$ cat config.mk
export PLATFORM = sky130hd
export DESIGN_NAME = ula_multiciclo
export DESIGN_NICKNAME = d
export VERILOG_FILES = /design/src/rtl/ula_multiciclo.sv
export SDC_FILE = /design/constraint.sdc
export NUM_CORES = 1
export LEC_CHECK = 0
export ABC_AREA = 0
export CAP_MARGIN = 0
export CELL_PAD_IN_SITES_DETAIL_PLACEMENT = 1
export CELL_PAD_IN_SITES_GLOBAL_PLACEMENT = 1
export CORE_MARGIN = 1.5
export CORE_UTILIZATION = 40
export CTS_BUF_LIST = sky130_fd_sc_hd__clkbuf_16
export DETAILED_ROUTE_END_ITERATION = 10
export PLACE_DENSITY_LB_ADDON = 0.1
export REMOVE_ABC_BUFFERS = 1
export SLEW_MARGIN = 20
export SYNTH_ARGS = -nofsm -noshare
export SYNTH_HDL_FRONTEND = slang
export SYNTH_SLANG_ARGS = --single-unit
export TNS_END_PERCENT = 50
$ cat constraint.sdc
create_clock -name clk -period 4.7 [get_ports clk]
set_input_delay 0.94 -clock clk [delete_from_list [all_inputs] [get_ports clk]]
set_output_delay 0.94 -clock clk [all_outputs]
set_load 0.01 [all_outputs]
$ cat src/rtl/ula_multiciclo.sv
// Multi-cycle ALU: single-cycle add/sub/logic/slt/sll, iterative shift-add multiply.
// Results and flags are registered and held until the next completion.
module ula_multiciclo #(
   parameter int WIDTH = 32
) (
   input  logic             clk,
   input  logic             rst,
   input  logic             start,
   input  logic [WIDTH-1:0] operand1,
   input  logic [WIDTH-1:0] operand2,
   input  logic [2:0]       operation,
   output logic [WIDTH-1:0] result,
   output logic             zero,
   output logic             carry,
   output logic             overflow,
   output logic             busy,
   output logic             done
);

   localparam int SH = $clog2(WIDTH);
   localparam logic [SH-1:0] CNT_LAST = SH'(WIDTH - 1);

   // state | meaning
   // IDLE  | accepting requests, single-cycle ops complete here
   // MUL   | shift-add multiply running, one multiplier bit per cycle
   typedef enum logic {IDLE = 1'b0, MUL = 1'b1} state_t;

   state_t           state_q, state_d;
   logic [WIDTH-1:0] mcand_q, mcand_d;
   logic [WIDTH-1:0] mplier_q, mplier_d;
   logic [WIDTH-1:0] acc_q, acc_d;
   logic [WIDTH-1:0] result_q, result_d;
   logic [SH-1:0]    cnt_q, cnt_d;
   logic             zero_q, zero_d;
   logic             carry_q, carry_d;
   logic             overflow_q, overflow_d;
   logic             done_q, done_d;

   logic [WIDTH:0]   sum, diff;
   logic [WIDTH-1:0] alu_res, acc_next;
   logic             alu_c, alu_v;

   always_comb begin
      sum     = {1'b0, operand1} + {1'b0, operand2};
      diff    = {1'b0, operand1} - {1'b0, operand2};
      alu_res = '0;
      alu_c   = 1'b0;
      alu_v   = 1'b0;
      case (operation)
         3'b000: begin
            alu_res = sum[WIDTH-1:0];
            alu_c   = sum[WIDTH];
            alu_v   = (operand1[WIDTH-1] == operand2[WIDTH-1]) && (sum[WIDTH-1] != operand1[WIDTH-1]);
         end
         3'b001: begin
            alu_res = diff[WIDTH-1:0];
            alu_c   = diff[WIDTH];
            alu_v   = (operand1[WIDTH-1] != operand2[WIDTH-1]) && (diff[WIDTH-1] != operand1[WIDTH-1]);
         end
         3'b010: alu_res = operand1 & operand2;
         3'b011: alu_res = operand1 | operand2;
         3'b100: alu_res = operand1 ^ operand2;
         3'b101: alu_res = {{(WIDTH-1){1'b0}}, ($signed(operand1) < $signed(operand2))};
         3'b110: alu_res = operand1 << operand2[SH-1:0];
         default: alu_res = '0;
      endcase
   end

   assign acc_next = acc_q + (mplier_q[0] ? mcand_q : '0);

   always_comb begin
      state_d    = state_q;
      mcand_d    = mcand_q;
      mplier_d   = mplier_q;
      acc_d      = acc_q;
      cnt_d      = cnt_q;
      result_d   = result_q;
      zero_d     = zero_q;
      carry_d    = carry_q;
      overflow_d = overflow_q;
      done_d     = 1'b0;
      case (state_q)
         IDLE: begin
            if (start) begin
               if (operation == 3'b111) begin
                  mcand_d  = operand1;
                  mplier_d = operand2;
                  acc_d    = '0;
                  cnt_d    = CNT_LAST;
                  state_d  = MUL;
               end else begin
                  result_d   = alu_res;
                  zero_d     = (alu_res == '0);
                  carry_d    = alu_c;
                  overflow_d = alu_v;
                  done_d     = 1'b1;
               end
            end
         end
         MUL: begin
            acc_d    = acc_next;
            mcand_d  = mcand_q << 1;
            mplier_d = mplier_q >> 1;
            cnt_d    = cnt_q - 1'b1;
            // Last bit folds straight into result so completion lands WIDTH edges after capture
            if (cnt_q == '0) begin
               result_d   = acc_next;
               zero_d     = (acc_next == '0);
               carry_d    = 1'b0;
               overflow_d = 1'b0;
               done_d     = 1'b1;
               state_d    = IDLE;
            end
         end
         default: state_d = IDLE;
      endcase
   end

   always_ff @(posedge clk) begin
      if (rst) begin
         state_q    <= IDLE;
         mcand_q    <= '0;
         mplier_q   <= '0;
         acc_q      <= '0;
         cnt_q      <= '0;
         result_q   <= '0;
         zero_q     <= 1'b0;
         carry_q    <= 1'b0;
         overflow_q <= 1'b0;
         done_q     <= 1'b0;
      end else begin
         state_q    <= state_d;
         mcand_q    <= mcand_d;
         mplier_q   <= mplier_d;
         acc_q      <= acc_d;
         cnt_q      <= cnt_d;
         result_q   <= result_d;
         zero_q     <= zero_d;
         carry_q    <= carry_d;
         overflow_q <= overflow_d;
         done_q     <= done_d;
      end
   end

   assign result   = result_q;
   assign zero     = zero_q;
   assign carry    = carry_q;
   assign overflow = overflow_q;
   assign busy     = (state_q == MUL);
   assign done     = done_q;

endmodule
==> results by group, run 1 <==
Logic synthesis
  – Number of synthesized flops with an enable pin: 0
  – YS warnings: 0
  – Post-Syn Area: 15040 um2
  – Leading area contributor after synthesis: dfxtp_1
  – Ys flop type: dfxtp_1
  – Ys async rst share: 0%
  – Mean Syn Cell Area: 7.050 um2
  – Register area share after synthesis: 18.37%
  – #FFs+latches synth: 138
  – Mapped Cells: between 2000 and 2500
  – Synth top area cells: dfxtp_1 (18%), ha_1 (12%), a21oi_1 (9.7%), nor2_1 (8.0%), nand2_1 (4.3%)
  – Distinct cells, synth: 90
  – Yosys top cell area share: 18.37%

Floorplanning
  – Rows: 70
  – DIE AREA: between 30000 and 40000 um2
  – Initial Util: around two fifths
  – Die Span Y: 196.9 um
  – Die Width: roughly 200 um
  – Io pins: 107
  – Core region area: about 37000 um2

STA
  – Total Neg Setup Slack: 0 ns
  – Max_slew headroom: around two fifths
  – Post-route clock skew: about 0.014 ns
  – Final setup fails: 0
  – Tcrit/Tclk final: a little over nine tenths
  – Clock period minus worst slack: 4.599 ns
  – Max Slew Vio Count: 0
  – Worst-Margin Slew: ~0.89 ns
  – Fmax: about 220 MHz
  – Final hold vios: 0

Clock tree
  – H-tree depth: 4
  – Reg clk slew, reported paths: about 0.07 ns
  – Num CTS Buffers: 17
  – CTS tree: built
  – Clock Tree Buf Depth: 2
  – TritonCTS Sinks: 138
  – Clock Root Buffer: clkbuf_16
  – Clk_lat worst skew: 0.47 ns

Worst setup path
  – Setup Crit Path Kind: in2reg
  – Worst EP arrival: about 5.0 ns
  – CP endpoint kind: flip-flop
  – Crit path launch type: input pin
  – Max FO, Critical Path: 4
  – CP required: 5.09 ns

Power
  – Leakage: around 0.0081 uW
  – PD cells: 226.4 nW/um2
  – Worst vdd ir: 0.2285 mV

Finish
  – Layout cell share with drive strength beyond 1: 14.84%
  – Ant. Diodes: 0
  – Layout Cells excl Fill: 2826
  – Layout Nets: 2565
  – Area delta synth->final: 23.43%

Detailed routing
  – DR iter-0 viols: about 1300
  – Drt wl/cell: roughly 25 um
  – DRC errors left: 0
  – Routed vias/inst: 6.168
  – Total wire length: 69.51 mm
  – DRT Pass-1 Iters: 5
  – Via count: approximately 17000
  – Post-route ant nets: 0

Global route
  – Largest net degree at the start of global routing: around 140
  – First-pass GRT wire length: about 110 mm
  – Vias in the first global route: 17660
  – Initial antenna violation count: 2
  – Grt total ovfl: 0
  – Global Route Usage Sum: between 30% and 40%

Placement
  – Port Buffers: 106
  – Final GP Congestion: just under 1
  – Detailed placer's ending HPWL: about 55 mm
  – Placed Instances: 2793

Job
  – Max-cap violations: 0

Min path
  – Hold WC Path Type: reg2reg

Run status
  – Status: completed
kinds of logic (layout without fill, tap and decap cells):
group	count (synthesis)	after routing	share of synthesized area [%]
simple gates	771	771	23.78
xor+xnor	40	40	2.330
buf+inv	256	481	6.698
compound gates	718	718	30.54
flops	138	138	18.37
mux	60	60	5.658
fa+ha+maj	150	150	12.63
per-stage QoR:
step | power (uW) | hold slack [ns] | utilization (%) | setup WS [ns] | instance area [um2]
floorplan | 2010 | 0.4346 | - | -1.471 | 14430
global route | 4375 | 0.4632 | 50.46 | -0.006391 | 18560
global placement | 2800 | 0.4373 | 48.79 | -0.3107 | 17950
finish | 4203 | 0.4558 | 50.46 | 0.1011 | 18560
CTS | 4178 | 0.4575 | 50.26 | 0.08179 | 18490
detailed placement | 2825 | 0.4483 | 48.79 | -0.3891 | 17950
Yosys cell counts (13+ instances only):
master    instances
o21ai_0          91
nor2b_1          22
buf_1            23
nand2_1         172
and2_1           40
nand4_1          23
inv_1           102
and3_1           16
xor2_1           13
ha_1            147
mux4_2           19
a211oi_1         35
a31oi_1          21
xnor2_1          27
o211ai_1         41
nand2b_1         22
nor3_1           42
a21o_1           31
a22oi_1          37
nor4_1           20
dfxtp_1         138
o31ai_1          14
or3_1            13
nand3_1          38
o22ai_1          23
buf_2            25
a21oi_1         290
mux2i_1          31
nor2_1          322
clkbuf_1        101
state kept, by name (all words and copies together), names as in the netlist, 5 cells and up:
| name | flops |
|---|---|
| acc_q | 32 |
| mcand_q | 32 |
| mplier_q | 32 |
| result | 32 |
| cnt_q | 5 |
layout by cell type (no fill, tap or decap), types with 13 or more instances in the layout:
cell	synthesis	final
a211oi_1	35	33
o31ai_1	14	14
nand2_1	172	172
o211ai_1	41	41
buf_4	0	231
a21oi_1	290	289
xnor2_1	27	27
xor2_1	13	13
mux2i_1	31	31
nor4_1	20	20
clkdlybuf4s50_1	0	102
ha_1	147	145
nor2_1	322	322
or3_1	13	13
o21ai_0	91	90
mux4_2	19	19
dfxtp_1	138	137
a22oi_1	37	36
nor3_1	42	42
nand3_1	38	38
o22ai_1	23	23
a21o_1	31	31
inv_1	102	103
nand4_1	23	23
a31oi_1	21	20
clkbuf_16	0	17
nand2b_1	22	22
nor2b_1	22	20
and2_1	40	40
and3_1	16	16
area by class of cell:
| class | count | area (um2) |
|---|---|---|
| clock buffers | 17 | 425.4 |
| clock inverters | 15 | 113.9 |
| fillers | 4678 | 18220 |
| inverters | 105 | 394.1 |
| multi-input cells | 1739 | 11350 |
| flip-flops and latches | 138 | 2766 |
| well taps | 468 | 585.6 |
| repair buffers | 344 | 2930 |
per-layer routing:
layer	global-route usage (%)	up-vias	share of wire (%)
met2	57.89	626	46
li1	-	8116	-
met5	0	-	0
met4	12.38	0	3.1
met1	47.53	8556	45
met3	6.400	133	6.6
power breakdown:
part | switching [uW] | total [uW] | internal, uW
sequential | 30.2 | 1240 | 1210
combinational | 964 | 1610 | 649
clock | 664 | 1350 | 685
total | 1660 | 4200 | 2550
what timing repair did:
action	CTS	global route
setup endpoints to repair	0	2
buffers inserted	0	1
hold buffers	0	0
gates resized for setup	0	15
hold endpoints to repair	0	0
path summary, 6_finish.rpt:
kind               startpoint         to  slack, ns  cells after the start
hold / removal      result[6]  result[6]       0.46                      2
hold reg to reg     result[6]  result[6]       0.46                      2
setup reg to reg  mplier_q[0]       zero       0.49                     14
setup / recovery  operand1[1]       zero       0.10                     16
critical path, cell delays in order:
cell,delay (ns)
clkdlybuf4s50_1,0.54
inv_1,0.12
ha_1,0.35
o21bai_1,0.24
nand4_1,0.25
a211oi_2,0.29
buf_4,0.16
nor4_4,0.06
buf_4,0.19
a2111oi_0,0.46
a211oi_1,0.13
xnor2_1,0.44
o21ai_1,0.24
nor3_1,0.21
nand4b_1,0.15
o31ai_2,0.19
(Power assumes the default switching activity.)
==> run 2, diff against run 1 <==
CORE_UTILIZATION = 41   (was 40)
CTS_BUF_LIST = sky130_fd_sc_hd__clkbuf_4 sky130_fd_sc_hd__clkbuf_8   (was sky130_fd_sc_hd__clkbuf_16)
SKIP_LAST_GASP = 1   (was not set)
==> results by group, run 2 (synthesis gave the netlist of run 1 again) <==
Run status
  – Status: completed

Detailed routing
  – Post-route ant nets: 0
  – Total wire length: 69.28 mm
  – Routed vias/inst: around 6.2
  – DRC errors left: 0
  – Drt wl/cell: 24.42 um
  – DR iter-0 viols: 1568
  – Via count: 17610
  – DRT Pass-1 Iters: 7

Finish
  – Post-route cell area: 18460 um2
  – Layout cell share with drive strength beyond 1: about 15%
  – Most frequent cells in the layout: nor2_1 (322), a21oi_1 (290), buf_4 (248), nand2_1 (172), ha_1 (147)
  – Area delta synth->final: 22.76%
  – Core Util, Final: 51.53%
  – Fillers: 4642
  – Most common cell after layout, fill and taps aside: nor2_1
  – Layout Nets: 2582

Global route
  – Vias in the first global route: roughly 18000
  – Global Route Usage Sum: 36.50%
  – Initial antenna violation count: 2
  – Grt total ovfl: 0
  – Largest net degree at the start of global routing: around 80
  – First-pass GRT wire length: 106.4 mm

Worst setup path
  – CP required: 5.11 ns
  – Worst-path cell chain: clkdlybuf4s50_1 -> ha_1 -> fa_1 -> a211oi_1 -> buf_4 -> o21bai_1 -> a21oi_1 -> nor3_1 -> a211oi_1 -> nand4_1 -> buf_4 -> nor4_1 -> nand4_1 -> nor4_1 -> nand4b_1 -> o31ai_2
  – CP endpoint kind: flip-flop
  – Crit path max-delay cell type: a211oi_1
  – Worst EP arrival: 4.95 ns
  – Setup Crit Path Kind: in2reg
  – Worst stage delay on the critical path: approximately 0.45 ns
  – Crit path launch type: input pin
  – Max FO, Critical Path: 3

Power
  – Reg power frac: 32.5%
  – Leakage: 0.008094 uW
  – Internal power: 2249 uW
  – Comb pwr share: 42.6%
  – Clock share of power: 24.9%
  – Sw Share: 41.23%
  – Power Total: 3827 uW
  – Net Switching: ~1600 uW
  – PD cells: around 210 nW/um2
  – Worst vdd ir: 0.1812 mV

Placement
  – Detailed placer's ending HPWL: 55.78 mm
  – Area post-placement: approximately 18000 um2
  – Port Buffers: roughly 110
  – Final GP Congestion: 1.003

Min path
  – Hold WC Path Type: reg2reg

Clock tree
  – Clock Root Buffer: clkbuf_8
  – Clk_lat worst skew: 0.51 ns
  – Post-CTS Setup Bufs: 0
  – TritonCTS Sinks: 138
  – Num CTS Buffers: 17
  – Clock Tree Buf Depth: 2
  – Reg clk slew, reported paths: 0.09 ns
  – CTS tree: built
  – H-tree depth: 4

Floorplanning
  – Die Span Y: between 150 and 200 um
  – DIE AREA: 37840 um2
  – Die Width: 194.5 um
  – Io pins: 107
  – Rows: 69
  – Initial Util: 41.97%
  – Core region area: about 36000 um2

STA
  – Final hold slack: 0.4589 ns
  – Max Slew Vio Count: 0
  – Unrepaired setup endpoints after global routing: no
  – Post-route clock skew: ~0.029 ns
  – Worst-Margin Slew: around 1.0 ns
  – Max_slew headroom: 33.56%
  – Final hold vios: 0
  – Clock period minus worst slack: 4.533 ns
  – Final setup fails: 0
  – Fmax: 220.6 MHz
  – Tcrit/Tclk final: 96.44%

Job
  – Max-cap violations: 0
-- run 2: changes by cell type in the layout (fill, tap and decap cells not counted), moves of 2 or more --
cell	change
buf_4	+17
clkbuf_16	-17
clkbuf_8	+17
a2111oi_0	+2
a2111oi_2	-2
clkinvlp_4	+2
ha_1	+2
ha_2	-2
inv_6	-2
-- run 2: final cells by class --
cell class | count | area (um2) | area share (%)
timing repair buffer | 361 | 3058 | 16.56
sequential | 138 | 2766 | 14.98
clock inverter | 15 | 115.1 | 0.6235
antenna | 1 | 2.502 | 0.01355
tap | 461 | 576.8 | 3.124
inverter | 105 | 394.1 | 2.135
clock buffer | 17 | 234.0 | 1.267
multi-input combinational | 1739 | 11310 | 61.29
-- run 2: stage by stage --
stage | TNS (ns) | worst slack [ns] | std cells
final | 0 | 0.1671 | 2837
after global routing | 0 | 0.04481 | 2836
after CTS | 0 | 0.001080 | 2836
after detailed placement | -1.129 | -0.5174 | 2804
after global placement | -0.4177 | -0.3629 | 2804
after floorplan | -70.94 | -1.471 | 1982
-- run 2: final timing paths --
path | to | slack, ns | start | cells after the start
worst max-delay path | zero | 0.17 | operand1[0] | 16
worst min-delay path | result[1] | 0.46 | result[1] | 2
worst max register to register | zero | 0.43 | mplier_q[0] | 14
worst min register to register | result[1] | 0.46 | result[1] | 2
-- run 2: routing by layer --
metal	wire (um)	part of all wire, %	global-route usage [%]	vias up
met5	13	0.019	0	-
met3	5077	7.3	7.878	137
met4	2291	3.3	12.47	2
met1	29880	43	46.43	8641
li1	-	-	-	8158
met2	32020	46	60.91	670
-- run 2: worst max-delay path: cells and delay by family --
family	cells	cell delay, ns
adder cells (fa/ha/maj)	2	0.67
AND/OR/NAND/NOR	6	1.18
AO/OA/AOI/OAI	5	1.34
buffers and inverters	3	0.80
-- run 2: power by group through the flow --
stage	Sequential (uW)	Clock (uW)	Combinational (uW)
3_3_place_gp	1270	0	1550
4_1_cts	1240	970	1590
2_1_floorplan	1280	0	728
5_1_grt	1250	1010	1740
3_5_place_dp	1270	0	1580
6_report	1240	952	1630
-- run 2: repair_timing --
action                     in CTS  in global routing
resized for setup               0                  6
setup endpoints to repair       0                  1
hold buffers                    0                  0
hold endpoints to repair        0                  0
==> run 3, diff against run 2 <==
CORE_UTILIZATION = 30   (was 41)
==> results by group, run 3 (synthesis gave the netlist of run 1 again) <==
Run status
  – Status: completed

STA
  – Max_slew headroom: 39.63%
  – Final hold slack: 0.4555 ns
  – Final setup fails: 0
  – Total Neg Setup Slack: 0 ns
  – Max Slew Vio Count: 0
  – Post-route clock skew: 0.01826 ns
  – Tcrit/Tclk final: between 90% and 100%
  – Worst-Margin Slew: 0.9056 ns
  – Clock period minus worst slack: 4.620 ns
  – Worst setup margin: 0.07963 ns
  – Unrepaired setup endpoints after global routing: yes
  – Fmax: 216.4 MHz
  – Final hold vios: 0

Power
  – PD cells: ~220 nW/um2
  – Leakage: approximately 0.0084 uW
  – Worst vdd ir: 0.1458 mV

Finish
  – Layout Nets: 2629
  – Fillers: 6148
  – Most frequent cells in the layout: nor2_1 (322), buf_4 (296), a21oi_1 (290), nand2_1 (172), ha_1 (147)
  – Area delta synth->final: 27.26%
  – Layout cell share with drive strength beyond 1: 16.80%
  – Most common cell after layout, fill and taps aside: nor2_1
  – Core Util, Final: 38.93%

Global route
  – Initial antenna violation count: 5
  – First-pass GRT wire length: 110.5 mm
  – Global Route Usage Sum: 28.94%
  – Vias in the first global route: 17770
  – Largest net degree at the start of global routing: 80
  – Grt total ovfl: 0

Clock tree
  – Clock Tree Buf Depth: 2
  – # hold bufs at CTS: 0
  – H-tree depth: 4
  – TritonCTS Sinks: 138
  – Clk_lat worst skew: 0.55 ns
  – Clock Root Buffer: clkbuf_8
  – Reg clk slew, reported paths: about 0.1 ns
  – CTS tree: built
  – Num CTS Buffers: 17

Detailed routing
  – Post-route ant nets: 0
  – Total wire length: 73.88 mm
  – Via count: 17400
  – DRT Pass-1 Iters: 5
  – Routed vias/inst: 5.637
  – Drt wl/cell: ~24 um
  – Met3 wire len: ~3.8 mm
  – Top routing layer used: met5
  – Met2 wire length: 33.41 mm
  – DR iter-0 viols: between 1000 and 1500
  – Metal-1 WL: 34.21 mm
  – DRC errors left: 0

Worst setup path
  – Max FO, Critical Path: 3
  – Most used cell along the critical path: buf_4
  – Worst-path cell chain: clkdlybuf4s50_1 -> inv_1 -> ha_1 -> nor3b_1 -> a211oi_1 -> buf_4 -> a211oi_1 -> buf_4 -> nor4_2 -> a2111oi_0 -> a2111oi_0 -> buf_4 -> xnor2_1 -> o21ai_1 -> nor4b_2 -> nand4b_1 -> o31ai_2
  – CP required: 5.18 ns
  – Worst EP arrival: about 5.1 ns
  – Setup Crit Path Kind: in2reg
  – Crit path launch type: input pin
  – Crit path max-delay cell type: clkdlybuf4s50_1
  – Worst stage delay on the critical path: between 0.5 and 0.6 ns
  – R2r setup slk: 0.57 ns
  – Worst path bufs/invs: 5
  – CP endpoint kind: flip-flop
  – Cell family with most CP delay: compound AO/OA/AOI/OAI gates

Floorplanning
  – DIE AREA: 51480 um2
  – Die Span Y: 226.9 um
  – Initial Util: 30.59%
  – Core region area: 49150 um2
  – Rows: slightly above 80
  – Die Width: 226.9 um
  – Io pins: approximately 110

Min path
  – Hold WC Path Type: reg2reg

Placement
  – Worst slack at placement: -0.4163 ns
  – Final GP Congestion: 0.9724
  – Port Buffers: 106
  – Detailed placer's ending HPWL: 59.54 mm

Job
  – Max-cap violations: 0
==> run 3: cell types whose count changed in the layout (fill, tap and decap cells not counted), sizes merged <==
| cell | delta |
|---|---|
| bufinv | +4 |
| clkbuf | +2 |
| buf | +47 |
| clkinv | -3 |
| clkinvlp | -3 |
==> run 3: layout make-up <==
class / count / area, um2 / area share, %
timing repair buffer: 408 / 3398 / 17.76
tap: 664 / 830.8 / 4.341
clock buffer: 19 / 255.2 / 1.334
sequential: 138 / 2766 / 14.46
clock inverter: 13 / 205.2 / 1.072
multi-input combinational: 1739 / 11280 / 58.97
antenna: 1 / 2.502 / 0.01308
inverter: 105 / 394.1 / 2.059
==> run 3: path summary, 6_finish.rpt <==
path,startpoint,end,cells past startpoint
max,operand1[3],zero,17
min,result[12],result[12],2
max reg2reg,mplier_q[0],zero,13
min reg2reg,result[12],result[12],2
==> run 3: report_power, final <==
| group | internal (uW) | switching [uW] | total (uW) |
|---|---|---|---|
| clock network | 615 | 617 | 1230 |
| registers | 1210 | 34.4 | 1250 |
| logic | 688 | 989 | 1680 |
==> run 3: worst reg2reg max path, delay by kind of cell (launching register included) <==
kind            cells  cell delay, ns
fa+ha+maj           1            0.32
simple gates        5            1.50
compound gates      6            1.39
flops               1            0.66
xor+xnor            1            0.19
==> run 3: through the flow <==
stage	cell area (um2)	instances	power [uW]
detailed placement	18670	3054	2924
floorplan	14430	1982	2010
CTS	19130	3086	4177
finish	19140	3087	4154
global route	19140	3087	4361
global placement	18670	3054	2910
==> run 3: timing repair <==
item / CTS / global route
gates resized for setup: 0 / 1
endpoints found under the setup margin: 0 / 2
setup buffers: 0 / 0
==> run 3: metal layers <==
metal,track usage (%),vias up
li1,-,8250
met3,5.365,131
met5,0,-
met2,46.56,439
met4,10.69,6
met1,38.26,8575
